### src/rtl/op_chain_pipe.sv
// Lane-wise unary-op chain: full mode latency STAGES, reduced mode latency 1, one word/cycle.
// Single global enable: out_valid & ~out_ready freezes every stage and drops in_ready.
module op_chain_pipe #(
   parameter int WIDTH  = 2,
   parameter int STAGES = 8,
   parameter int CNTW   = 16
) (
   input  logic                      clk,
   input  logic                      rst_n,
   input  logic                      mode,
   input  logic                      cfg_we,
   input  logic [$clog2(STAGES)-1:0] cfg_idx,
   input  logic [1:0]                cfg_op,
   output logic                      cfg_err,
   input  logic                      in_valid,
   output logic                      in_ready,
   input  logic [WIDTH-1:0]          in_data,
   output logic                      out_valid,
   input  logic                      out_ready,
   output logic [WIDTH-1:0]          out_data,
   output logic                      busy,
   output logic [CNTW-1:0]           xfer_cnt
);

   localparam int IW = $clog2(STAGES);
   localparam logic [1:0] OP_PASS = 2'b00;
   localparam logic [1:0] OP_INV  = 2'b01;
   localparam logic [1:0] OP_F0   = 2'b10;
   localparam logic [1:0] OP_F1   = 2'b11;

   function automatic logic [WIDTH-1:0] apply_op(input logic [1:0] op, input logic [WIDTH-1:0] d);
      case (op)
         OP_INV:  apply_op = ~d;
         OP_F0:   apply_op = '0;
         OP_F1:   apply_op = '1;
         default: apply_op = d;
      endcase
   endfunction

   logic [1:0]       ops     [STAGES];
   logic [1:0]       ops_nxt [STAGES];
   logic [1:0]       red_op;
   logic [1:0]       red_nxt;
   logic             mode_q;
   logic [WIDTH-1:0] sdat    [STAGES];
   logic [STAGES-1:0] svld;
   logic             en;
   logic             acc;
   logic             idle;
   logic             idx_ok;
   logic             cfg_ok;

   assign out_valid = mode_q ? svld[0] : svld[STAGES-1];
   assign out_data  = mode_q ? sdat[0] : sdat[STAGES-1];
   assign en        = ~out_valid | out_ready;
   assign in_ready  = en;
   assign acc       = in_valid & en;
   assign busy      = |svld;
   assign idle      = ~busy & ~acc;
   assign idx_ok    = {1'b0, cfg_idx} < (IW+1)'(STAGES);
   assign cfg_ok    = cfg_we & idle & idx_ok;

   // Fold the updated table left to right: a force overrides, an invert flips bit 0
   // (pass<->invert, force-0<->force-1 under this encoding).
   always_comb begin
      red_nxt = OP_PASS;
      for (int k = 0; k < STAGES; k++) begin
         ops_nxt[k] = (cfg_ok && cfg_idx == IW'(k)) ? cfg_op : ops[k];
      end
      for (int k = 0; k < STAGES; k++) begin
         if (ops_nxt[k][1])
            red_nxt = ops_nxt[k];
         else if (ops_nxt[k][0])
            red_nxt = {red_nxt[1], ~red_nxt[0]};
      end
   end

   always_ff @(posedge clk or negedge rst_n) begin
      if (!rst_n) begin
         for (int k = 0; k < STAGES; k++) ops[k] <= OP_PASS;
         red_op  <= OP_PASS;
         mode_q  <= 1'b0;
         cfg_err <= 1'b0;
      end else begin
         cfg_err <= cfg_we & ~cfg_ok;
         if (cfg_ok) begin
            for (int k = 0; k < STAGES; k++) ops[k] <= ops_nxt[k];
            red_op <= red_nxt;
         end
         if (idle)
            mode_q <= mode;
      end
   end

   // Stages past 0 are kept empty in reduced mode so busy only reflects live words.
   always_ff @(posedge clk or negedge rst_n) begin
      if (!rst_n) begin
         svld <= '0;
         for (int k = 0; k < STAGES; k++) sdat[k] <= '0;
      end else if (en) begin
         svld[0] <= in_valid;
         sdat[0] <= apply_op(mode_q ? red_op : ops[0], in_data);
         for (int k = 1; k < STAGES; k++) begin
            svld[k] <= svld[k-1] & ~mode_q;
            sdat[k] <= apply_op(ops[k], sdat[k-1]);
         end
      end
   end

   always_ff @(posedge clk or negedge rst_n) begin
      if (!rst_n)
         xfer_cnt <= '0;
      else if (out_valid && out_ready && xfer_cnt != '1)
         xfer_cnt <= xfer_cnt + 1'b1;
   end

endmodule

### config.mk
export PLATFORM = sky130hd
export DESIGN_NAME = op_chain_pipe
export DESIGN_NICKNAME = d
export VERILOG_FILES = /design/src/rtl/op_chain_pipe.sv
export SDC_FILE = /design/constraint.sdc
export NUM_CORES = 1
export LEC_CHECK = 0
export ABC_AREA = 1
export ABC_CLOCK_PERIOD_IN_PS = 2500
export BUFFER_PORTS_ARGS = -buffer_cell sky130_fd_sc_hd__buf_2
export CORE_UTILIZATION = 52
export DETAILED_ROUTE_END_ITERATION = 12
export MAX_ROUTING_LAYER = met4
export PLACE_DENSITY = 0.86
export REMOVE_ABC_BUFFERS = 1
export SYNTH_ARGS = -nofsm -noshare
export SYNTH_HDL_FRONTEND = slang
export SYNTH_SLANG_ARGS = --single-unit
### constraint.sdc
create_clock -name clk -period 2.5 [get_ports clk]
set_clock_uncertainty 0.1 [all_clocks]
set_input_delay 0.625 -clock clk [delete_from_list [all_inputs] [get_ports clk]]
set_output_delay 0.625 -clock clk [all_outputs]
set_load 0.005 [all_outputs]
After elaboration in Yosys (flattened, before gate mapping)
Cells that the tools add are included.

Flip-flop bits (word level): 60. Input bits: 13.

Bitwise logic cells: 32. Reduce and logical (&&, ||, !) cells: 12. Eq/ne operators: 32. Muxes and demuxes: 35. Add/subtract/negate cells: 1.

Operators with widths (number): case mux 2 bit (3 select lines) (8); two-way mux 2 bit (18); == test 2 bit (second input constant) (16); adder 16 x 1 -> 16 bit (second input constant) (1); == test 2 x 1 -> 1 bit (second input constant) (8); inequality test 16 bit (second input constant) (1); NOT 2 bit (8); == test 3 bit (second input constant) (4); NOT 1 bit (12); AND 1 bit (11); logical AND 1 bit (10); two-way mux 1 bit (9); OR reduction 8 bit (1); == test 3 x 2 -> 1 bit (second input constant) (2); == test 3 x 1 -> 1 bit (second input constant) (1); zero test 3 bit (1); OR 1 bit (1).

Longest topological paths before layout
Gate-level depths: netlist of the first run.

Depth after elaboration: 32. Gate-level depth with buffers: 26.

Least setup slack after synthesis of the first run
Ideal clock, no wire load.

Path type: input to register. Start: input cfg_idx[0]. End: register red_op[0]. Arrival: 2.248 ns. Data required time: 2.283 ns. Stages on the path: 19. Path slack: 0.035 ns. Cells stage by stage: or2_1 nor2_1 nand4_2 o21ai_2 nand2_2 nand2_2 nand3_1 nand2_1 nand4_1 nand3_1 nand2_1 nand2_2 nand3_1 nand3_1 nand2_1 nand3_1 nand2_1 nand3_1 nand2_1.

Cells in the longest elaborated chain, start to end: 26.

RTL lines: from (decl) (line 12) `input logic [$clog2(STAGES)-1:0] cfg_idx,`; zero test 3 bit (line 68) `ops_nxt[k] = (cfg_ok && cfg_idx == IW'(k)) ? cfg_op : ops[k];`; logical AND 1 bit (line 68); two-way mux 2 bit (line 68); two-way mux 1 bit (line 73) `else if (ops_nxt[k][0])`; two-way mux 2 bit (line 71) `if (ops_nxt[k][1])`; NOT 1 bit (line 74) `red_nxt = {red_nxt[1], ~red_nxt[0]};`; two-way mux 1 bit (line 73); two-way mux 2 bit (line 71); (+10 left out); two-way mux 1 bit (line 73); two-way mux 2 bit (line 71); NOT 1 bit (line 74); two-way mux 1 bit (line 73); two-way mux 2 bit (line 71); NOT 1 bit (line 74); two-way mux 1 bit (line 73); two-way mux 2 bit (*) (line 71); to (signal assigned) (line 88) `red_op <= red_nxt;`; to (decl) (line 42) `logic [1:0] red_op;`.

Every way passes the cells marked *; elsewhere a longest branch is shown, timed or not. A chain may end at the register's enable or synchronous reset.

Final worst setup path of the first run
Start: register svld[7]. End: register red_op[0].

Cells in the longest elaborated chain, start to end: 32.

RTL lines: from (decl) (line 46) `logic [STAGES-1:0] svld;`; from (signal, indexed assignment) (line 104) `svld[k] <= svld[k-1] & ~mode_q;`; two-way mux 1 bit (line 53) `assign out_valid = mode_q ? svld[0] : svld[STAGES-1];`; NOT 1 bit (line 55) `assign en = ~out_valid | out_ready;`; OR 1 bit (line 55); AND 1 bit (line 57) `assign acc = in_valid & en;`; NOT 1 bit (line 59) `assign idle = ~busy & ~acc;`; AND 1 bit (*) (line 59); AND 1 bit (*) (line 61) `assign cfg_ok = cfg_we & idle & idx_ok;`; logical AND 1 bit (line 68); (+16 left out); two-way mux 1 bit (line 73); two-way mux 2 bit (line 71); NOT 1 bit (line 74); two-way mux 1 bit (line 73); two-way mux 2 bit (line 71); NOT 1 bit (line 74); two-way mux 1 bit (line 73); two-way mux 2 bit (line 71).

Marked as above.

==> results of run 1 <==
## final timing paths
path | end
setup / recovery | red_op[0]$_DFFE_PN0N_
min in group clk | sdat[12]$_DFFE_PN0N_
hold / removal | sdat[12]$_DFFE_PN0N_
hold reg to reg | sdat[12]$_DFFE_PN0N_
max in group asynchronous | red_op[0]$_DFFE_PN0N_
setup reg to reg | red_op[0]$_DFFE_PN0N_
## stage by stage
| step | power (W) | util | instance area, sq um | worst slack [ps] | cells |
|---|---|---|---|---|---|
| 6_report | 0.00424 | 0.690 | 3820 | -227 | 507 |
| 5_1_grt | 0.00455 | 0.690 | 3820 | -447 | 507 |
| 4_1_cts | 0.00412 | 0.667 | 3700 | -47.3 | 499 |
| 3_5_place_dp | 0.00323 | 0.625 | 3460 | -334 | 480 |
| 3_3_place_gp | 0.00312 | 0.625 | 3460 | -158 | 480 |
| 2_1_floorplan | 0.00262 | - | 2990 | 21.2 | 347 |
## where the power goes
| group | switching, W | internal, W |
|---|---|---|
| Sequential | 0.000269 | 0.00132 |
| Combinational | 0.00102 | 0.000780 |
| Clock | 0.000379 | 0.000480 |
## state kept, by name, indices dropped and copies added (netlist names)
name,flops
cfg_err,1
mode_q,1
ops,16
red_op,2
sdat,16
svld,8
xfer_cnt,16
## logic make-up (layout without fill, tap and decap cells)
family / Yosys count / in the layout / share of synthesized area
AO/OA/AOI/OAI: 45 / 45 / 0.0813
multiplexers: 1 / 1 / 0.00373
flip-flops: 60 / 60 / 0.498
XOR/XNOR: 30 / 30 / 0.0871
AND/OR/NAND/NOR: 158 / 158 / 0.248
adder cells (fa/ha/maj): 1 / 1 / 0.00415
buffers and inverters: 58 / 140 / 0.0780
## layout make-up
type | instances | area (sq um) | area share
clock buffer | 11 | 141 | 0.0370
clock inverter | 4 | 50.0 | 0.0131
inverter | 52 | 205 | 0.0536
multi-input combinational | 235 | 1360 | 0.356
sequential | 60 | 1500 | 0.393
tap | 72 | 90.1 | 0.0236
timing repair buffer | 73 | 475 | 0.124
## Yosys cell counts
master                     count
sky130_fd_sc_hd__ha_1          1
sky130_fd_sc_hd__nand2_4       2
sky130_fd_sc_hd__mux2_2        1
sky130_fd_sc_hd__o21ai_0      26
sky130_fd_sc_hd__clkinv_4      1
sky130_fd_sc_hd__nor2_2        2
sky130_fd_sc_hd__xor2_1       24
sky130_fd_sc_hd__nand2_2       8
sky130_fd_sc_hd__o21ai_1       8
sky130_fd_sc_hd__inv_2         9
sky130_fd_sc_hd__and3_1        1
sky130_fd_sc_hd__nor3_1        4
sky130_fd_sc_hd__a21oi_1       4
sky130_fd_sc_hd__nor2_4        1
sky130_fd_sc_hd__xnor2_1       6
sky130_fd_sc_hd__clkinv_1      1
sky130_fd_sc_hd__inv_6         1
sky130_fd_sc_hd__nand3_4       2
sky130_fd_sc_hd__o21a_1        2
sky130_fd_sc_hd__o21a_2        1
sky130_fd_sc_hd__nand4_1      10
sky130_fd_sc_hd__dfrtp_1      60
sky130_fd_sc_hd__buf_6         1
sky130_fd_sc_hd__nor4_1        1
sky130_fd_sc_hd__o21ai_2       1
sky130_fd_sc_hd__o31ai_1       3
sky130_fd_sc_hd__or2_1         1
sky130_fd_sc_hd__nand3_1      20
sky130_fd_sc_hd__inv_1        40
sky130_fd_sc_hd__nor2_1       20
sky130_fd_sc_hd__nand2_1      84
sky130_fd_sc_hd__nand4_2       2
sky130_fd_sc_hd__clkbuf_1      5
## critical path, delay by kind of cell (launching register included)
family,cells,cell delay [ps]
flip-flops,1,380
AND/OR/NAND/NOR,24,2140
## routing by layer
layer / global-route usage / vias up / part of all wire / routed length [um]
met3: 0.0523 / 16 / 0.053 / 369
met4: 0.163 / 0 / 0.024 / 167
met1: 0.289 / 1246 / 0.41 / 2870
li1: - / 1270 / - / -
met5: - / - / 0 / 0
met2: 0.418 / 78 / 0.52 / 3620
## what timing repair did
action	CTS	global route
resized for setup	3	16
gates cloned	0	0
pin swaps	5	18
buffers inserted	4	8
endpoints found under the setup margin	4	8
==> flow_summary_export.csv, run 1 <==
group,metric,value,unit
sta,hold_ws,136,ps
detailed_routing,wl_per_cell,13.8,um
pwr,power_density_cells,1110,nW/um^2
setup_path,crit_path_required_time,2630,ps
floorplanning,core_region_area,5540,sq um
clock_tree,cts_sinks,60,
clock_tree,tritoncts,"done",
clock_tree,htree_num_levels,3,
logic_synthesis,synth_top_area_cell,"sky130_fd_sc_hd__dfrtp_1",
sta,fin_ws,-227,ps
detailed_routing,via_count,2610,
status,run_status,"finished with violations",
sta,timing.max_slew.rel_slack,0.626,
final_layout,filler_cell_count,388,
sta,max_freq,367,MHz
setup_path,critical_path_capture_point_type,"register",
logic_synthesis,post_synth_inst_count,353,
sta,timing.setup.tns,-227,ps
sta,final_hold_viol_count,0,
setup_path,startpoint_type,"register",
logic_synthesis,post_synth_main_area_contributors,"sky130_fd_sc_hd__dfrtp_1 50%, sky130_fd_sc_hd__nand2_1 10%, sky130_fd_sc_hd__xor2_1 7.0%",
setup_path,worstSetupStartpoint,"svld[7]$_DFFE_PN0N_",
floorplanning,io_pins,35,
final_layout,drive_above_1_share,0.308,
sta,rsz0062_at_grt,"yes",
final_layout,num_antenna_cells,0,
placement,finalWeightedCongestion,0.880,
setup_path,setup.reg_to_reg.worst_slack,-230,ps
logic_synthesis,syn_area_per_cell,8.55,sq um
detailed_routing,vias_per_cell,5.15,
detailed_routing,detailed_route_drc_error_count,0,
logic_synthesis,synth-seq-area-share,0.498,
grt,grt_usage,0.257,
setup_path,worstPathCellList,"nor2_1, nand2_1, nor2_4, nand3_4, nor2_4, nand2_1, nand2_2, nand2_2, nand2_2, nand3_2, nand2_2, nand3_1, nand2_1, nand3_1, nand2_1, nand2_2, nand2_2, nand2_2, nand3_2, nand2_2, nand3_1, nand2_1, nand3_1, nand2_1",
grt,first_pass_grt_wire_length,11.4,mm
sta,setup_viol_count_final,1,
sta,fin_crit_sh,1.09,
setup_path,worst-path-max-fanout,4,
floorplanning,rows,27,
setup_path,cpPeakStageDelay,380,ps
sta,timing.final.crit_period,2730,ps
min_path,min-delay-path-class,"primary input to async pin",
detailed_routing,ant_nets,0,
logic_synthesis,netlist-cell-type-count,33,
setup_path,path_class,"register to register",
setup_path,regToRegStartpoint,"svld[7]$_DFFE_PN0N_",
setup_path,cell_repeated_most_along_the_worst_path,"sky130_fd_sc_hd__nand2_2",
grt,grt.overflow.total,0,
final_layout,mostFrequentLayoutCells,"80 x sky130_fd_sc_hd__nand2_1, 60 x sky130_fd_sc_hd__dfrtp_1, 40 x sky130_fd_sc_hd__inv_1, 38 x sky130_fd_sc_hd__buf_4, 34 x sky130_fd_sc_hd__buf_2",
sta,drv_slew,0,
setup_path,ff2ff_path_depth,24,
grt,grt_max_degree,42,
detailed_routing,dr.pass1.iters,4,
clock_tree,clk_path_buf_depth,2,
clock_tree,tritoncts.num_buffers,9,
clock_tree,post_cts_hold_buffers,0,
clock_tree,cts_root_buffer,"sky130_fd_sc_hd__clkbuf_8",
final_layout,nets,445,
floorplanning,die_width,78.2,um
pwr,leakagePower,1.91,nW
logic_synthesis,synthDominantCellAreaShare,0.498,
final_layout,area_growth_syn_to_layout,26.8,%
placement,place.detailed.hpwl,4.86,mm
logic_synthesis,yosys_warnings,0,
grt,first_global_vias,2534,
logic_synthesis,mappedNetlistArea,3020,sq um
grt,number_of_antenna_violations_at_the_first_check_in_global_routing,0,
floorplanning,floorplan.die.height,78.2,um
clock_tree,clkSlewWorstSetupHoldPaths,70,ps
detailed_routing,detailedRoute.firstIterationViolations,143,
job,drv_cap,0,
detailed_routing,wirelength,7.02,mm
final_layout,mostFrequentLayoutCell,"sky130_fd_sc_hd__nand2_1",
pwr,peakVddDrop,0.000498,V
clock_tree,insertion_delay,340,ps
setup_path,data_arrival_critical_path,2850,ps
status,violations,"setup timing",
placement,port-buffer-count,34,
floorplanning,die-area,6110,sq um
floorplanning,start_util,0.544,
sta,tightest_slew,556,ps
logic_synthesis,ys_ff_latch,60,
setup_path,crit_slowest_cell,"sky130_fd_sc_hd__dfrtp_1",
Power figures use the tool's default switching activity.
==> run 2, diff against run 1 <==
- PLACE_DENSITY: 0.86 -> default
- PLACE_DENSITY_LB_ADDON: default -> 0.25
- SETUP_SLACK_MARGIN: default -> 0.15
==> run 2 against run 1 <==
Effect of this change:
- the run still ends with setup timing left
- non-clock buffer count is the same
- cell count increased by 0.20%
- sequential power about the same
- combinational power shrank 6%
- sequential share of layout area shrank 0.077 points
- utilization up 0.14 points
- die area stayed put
- clock power is 19% higher
- design area up 0.20%
- global-route usage fell by 1.8 points
- largest power group unchanged
- highest routed layer unchanged
==> flow_summary_export.csv, run 2 (synthesis results as in run 1) <==
group,metric,value,unit
sta,fin_ws,-67.2,ps
setup_path,ff2ff_path_depth,22,
status,violations,"setup timing",
detailed_routing,via_count,2513,
floorplanning,io_pins,35,
sta,fin_crit_sh,1.03,
sta,final_hold_viol_count,0,
sta,tightest_slew,516,ps
final_layout,drive_above_1_share,0.291,
detailed_routing,detailed_route_drc_error_count,0,
grt,first_pass_grt_wire_length,10.8,mm
clock_tree,clkSlewWorstSetupHoldPaths,60,ps
setup_path,data_arrival_critical_path,2690,ps
sta,timing.final.crit_period,2570,ps
pwr,power.share.clock,0.238,
detailed_routing,wl_per_cell,12.3,um
pwr,cell_internal_pwr,0.00272,W
detailed_routing,wirelength,6.23,mm
final_layout,mostFrequentLayoutCell,"sky130_fd_sc_hd__nand2_1",
pwr,seq_power_share,0.367,
floorplanning,floorplan.die.height,78.2,um
placement,place.detailed.hpwl,4.48,mm
detailed_routing,detailedRoute.firstIterationViolations,165,
grt,first_global_vias,2336,
final_layout,mostFrequentLayoutCells,"83 x sky130_fd_sc_hd__nand2_1, 60 x sky130_fd_sc_hd__dfrtp_1, 40 x sky130_fd_sc_hd__inv_1, 38 x sky130_fd_sc_hd__buf_4, 34 x sky130_fd_sc_hd__buf_2",
pwr,peakVddDrop,0.000556,V
final_layout,area_growth_syn_to_layout,27.0,%
setup_path,crit_path_required_time,2630,ps
sta,rsz0062_at_grt,"yes",
setup_path,worst-path-max-fanout,4,
clock_tree,insertion_delay,340,ps
sta,max_freq,390,MHz
setup_path,timing_endpoint_of_the_critical_path,"red_op[0]$_DFFE_PN0N_",
pwr,power_density_cells,1120,nW/um^2
clock_tree,cts_root_buffer,"sky130_fd_sc_hd__clkbuf_8",
detailed_routing,vias_per_cell,4.95,
placement,pre_cts_ws,-300,ps
pwr,fraction_of_power_consumed_by_combinational_cells,0.394,
floorplanning,die-area,6110,sq um
setup_path,startpoint_type,"register",
clock_tree,htree_num_levels,3,
status,run_status,"finished with violations",
pwr,leakagePower,1.93,nW
clock_tree,cts_sinks,60,
grt,grt.overflow.total,0,
clock_tree,tritoncts.num_buffers,9,
floorplanning,rows,27,
job,drv_cap,0,
clock_tree,tritoncts,"done",
setup_path,critical_path_capture_point_type,"register",
grt,number_of_antenna_violations_at_the_first_check_in_global_routing,0,
sta,setup_viol_count_final,1,
floorplanning,die_width,78.2,um
grt,grt_usage,0.239,
final_layout,nets,445,
sta,timing.max_slew.rel_slack,0.653,
pwr,p_sw_frac,0.366,
placement,port-buffer-count,34,
setup_path,regToRegStartpoint,"svld[4]$_DFFE_PN0N_",
floorplanning,core_region_area,5540,sq um
setup_path,path_class,"register to register",
final_layout,largest_registers,"ops x16, sdat x16, xfer_cnt x16",
grt,grt_max_degree,61,
setup_path,setup.reg_to_reg.worst_slack,-70,ps
placement,finalWeightedCongestion,0.905,
pwr,design_power_total,0.00429,W
min_path,min-delay-path-class,"primary input to async pin",
setup_path,worstSetupStartpoint,"svld[4]$_DFFE_PN0N_",
clock_tree,clk_path_buf_depth,2,
setup_path,worst_r2r_endpoint,"red_op[0]$_DFFE_PN0N_",
pwr,switching_power,0.00157,W
final_layout,num_antenna_cells,0,
detailed_routing,ant_nets,0,
sta,drv_slew,0,
detailed_routing,dr.pass1.iters,4,
floorplanning,start_util,0.544,
run 2: cell type report:
| class | instances | area, sq um |
|---|---|---|
| Clock buffer | 13 | 169 |
| Clock inverter | 3 | 67.6 |
| Fill cell | 431 | 1710 |
| Inverter | 52 | 205 |
| Multi-Input combinational cell | 235 | 1320 |
| Sequential cell | 60 | 1500 |
| Tap cell | 72 | 90.1 |
| Timing Repair Buffer | 73 | 475 |
run 2: worst max-delay path, cell delays in order, from the launching register on:
cell and delay [ps]:
sky130_fd_sc_hd__dfrtp_1 390, sky130_fd_sc_hd__nor2_1 100, sky130_fd_sc_hd__nand2_1 90, sky130_fd_sc_hd__nor2_4 200, sky130_fd_sc_hd__nand3_4 150, sky130_fd_sc_hd__nor2_4 110, sky130_fd_sc_hd__nand2_1 60, sky130_fd_sc_hd__nand2_2 110
sky130_fd_sc_hd__nand2_2 70, sky130_fd_sc_hd__nand2_2 70, sky130_fd_sc_hd__nand3_1 80, sky130_fd_sc_hd__nand2_1 90, sky130_fd_sc_hd__nand4_1 110, sky130_fd_sc_hd__nand3_1 110, sky130_fd_sc_hd__nand2_1 60, sky130_fd_sc_hd__nand2_2 70
sky130_fd_sc_hd__nand3_1 90, sky130_fd_sc_hd__nand3_1 100, sky130_fd_sc_hd__nand2_1 60, sky130_fd_sc_hd__nand3_1 70, sky130_fd_sc_hd__nand2_1 50, sky130_fd_sc_hd__nand3_1 60, sky130_fd_sc_hd__nand2_1 50
run 2: stage by stage:
step	hold WS [ps]	area, sq um	util	instances	TNS, ps
floorplan	229	2990	-	347	0
global placement	371	3500	0.632	485	-162
detailed placement	382	3500	0.632	485	-300
CTS	192	3780	0.682	505	-28.6
global route	211	3830	0.692	508	-347
finish	178	3830	0.692	508	-67.2
run 2: how the worst min path moves through the flow:
stage | endpoint | from | slack [ps] | cells after the start
5_1_grt | svld[0]$_DFFE_PN0N_ | rst_n | 210 | 2
4_1_cts | sdat[14]$_DFFE_PN0N_ | rst_n | 190 | 2
3_3_place_gp | sdat[13]$_DFFE_PN0N_ | sdat[13]$_DFFE_PN0N_ | 370 | 2
6_report | svld[2]$_DFFE_PN0N_ | rst_n | 180 | 2
2_1_floorplan | cfg_err$_DFF_PN0_ | rst_n | 230 | 0
3_5_place_dp | sdat[3]$_DFFE_PN0N_ | sdat[3]$_DFFE_PN0N_ | 380 | 2
run 2: metal layers:
layer / global-route usage / share of wire / wire (um) / vias to the layer above
met1: 0.310 / 0.47 / 2920 / 1176
met4: 0.106 / 0.019 / 121 / 0
met3: 0.0512 / 0.040 / 248 / 13
li1: - / - / - / 1275
met5: - / 0 / 0 / -
met2: 0.362 / 0.47 / 2940 / 49
run 2: what timing repair did:
item                                    in CTS  in global routing
hold buffers                                 0                  0
endpoints found under the setup margin       4                  8
resized for setup                            3                  7
buffers inserted                             4                  3
pin swaps                                    3                  6
run 2: power by group through the flow:
| stage | Combinational [W] | Sequential (W) | Clock (W) |
|---|---|---|---|
| floorplan | 0.00109 | 0.00153 | 0 |
| global placement | 0.00159 | 0.00158 | 0 |
| detailed placement | 0.00165 | 0.00159 | 0 |
| CTS | 0.00169 | 0.00157 | 0.00104 |
| global route | 0.00194 | 0.00162 | 0.00109 |
| finish | 0.00169 | 0.00157 | 0.00102 |
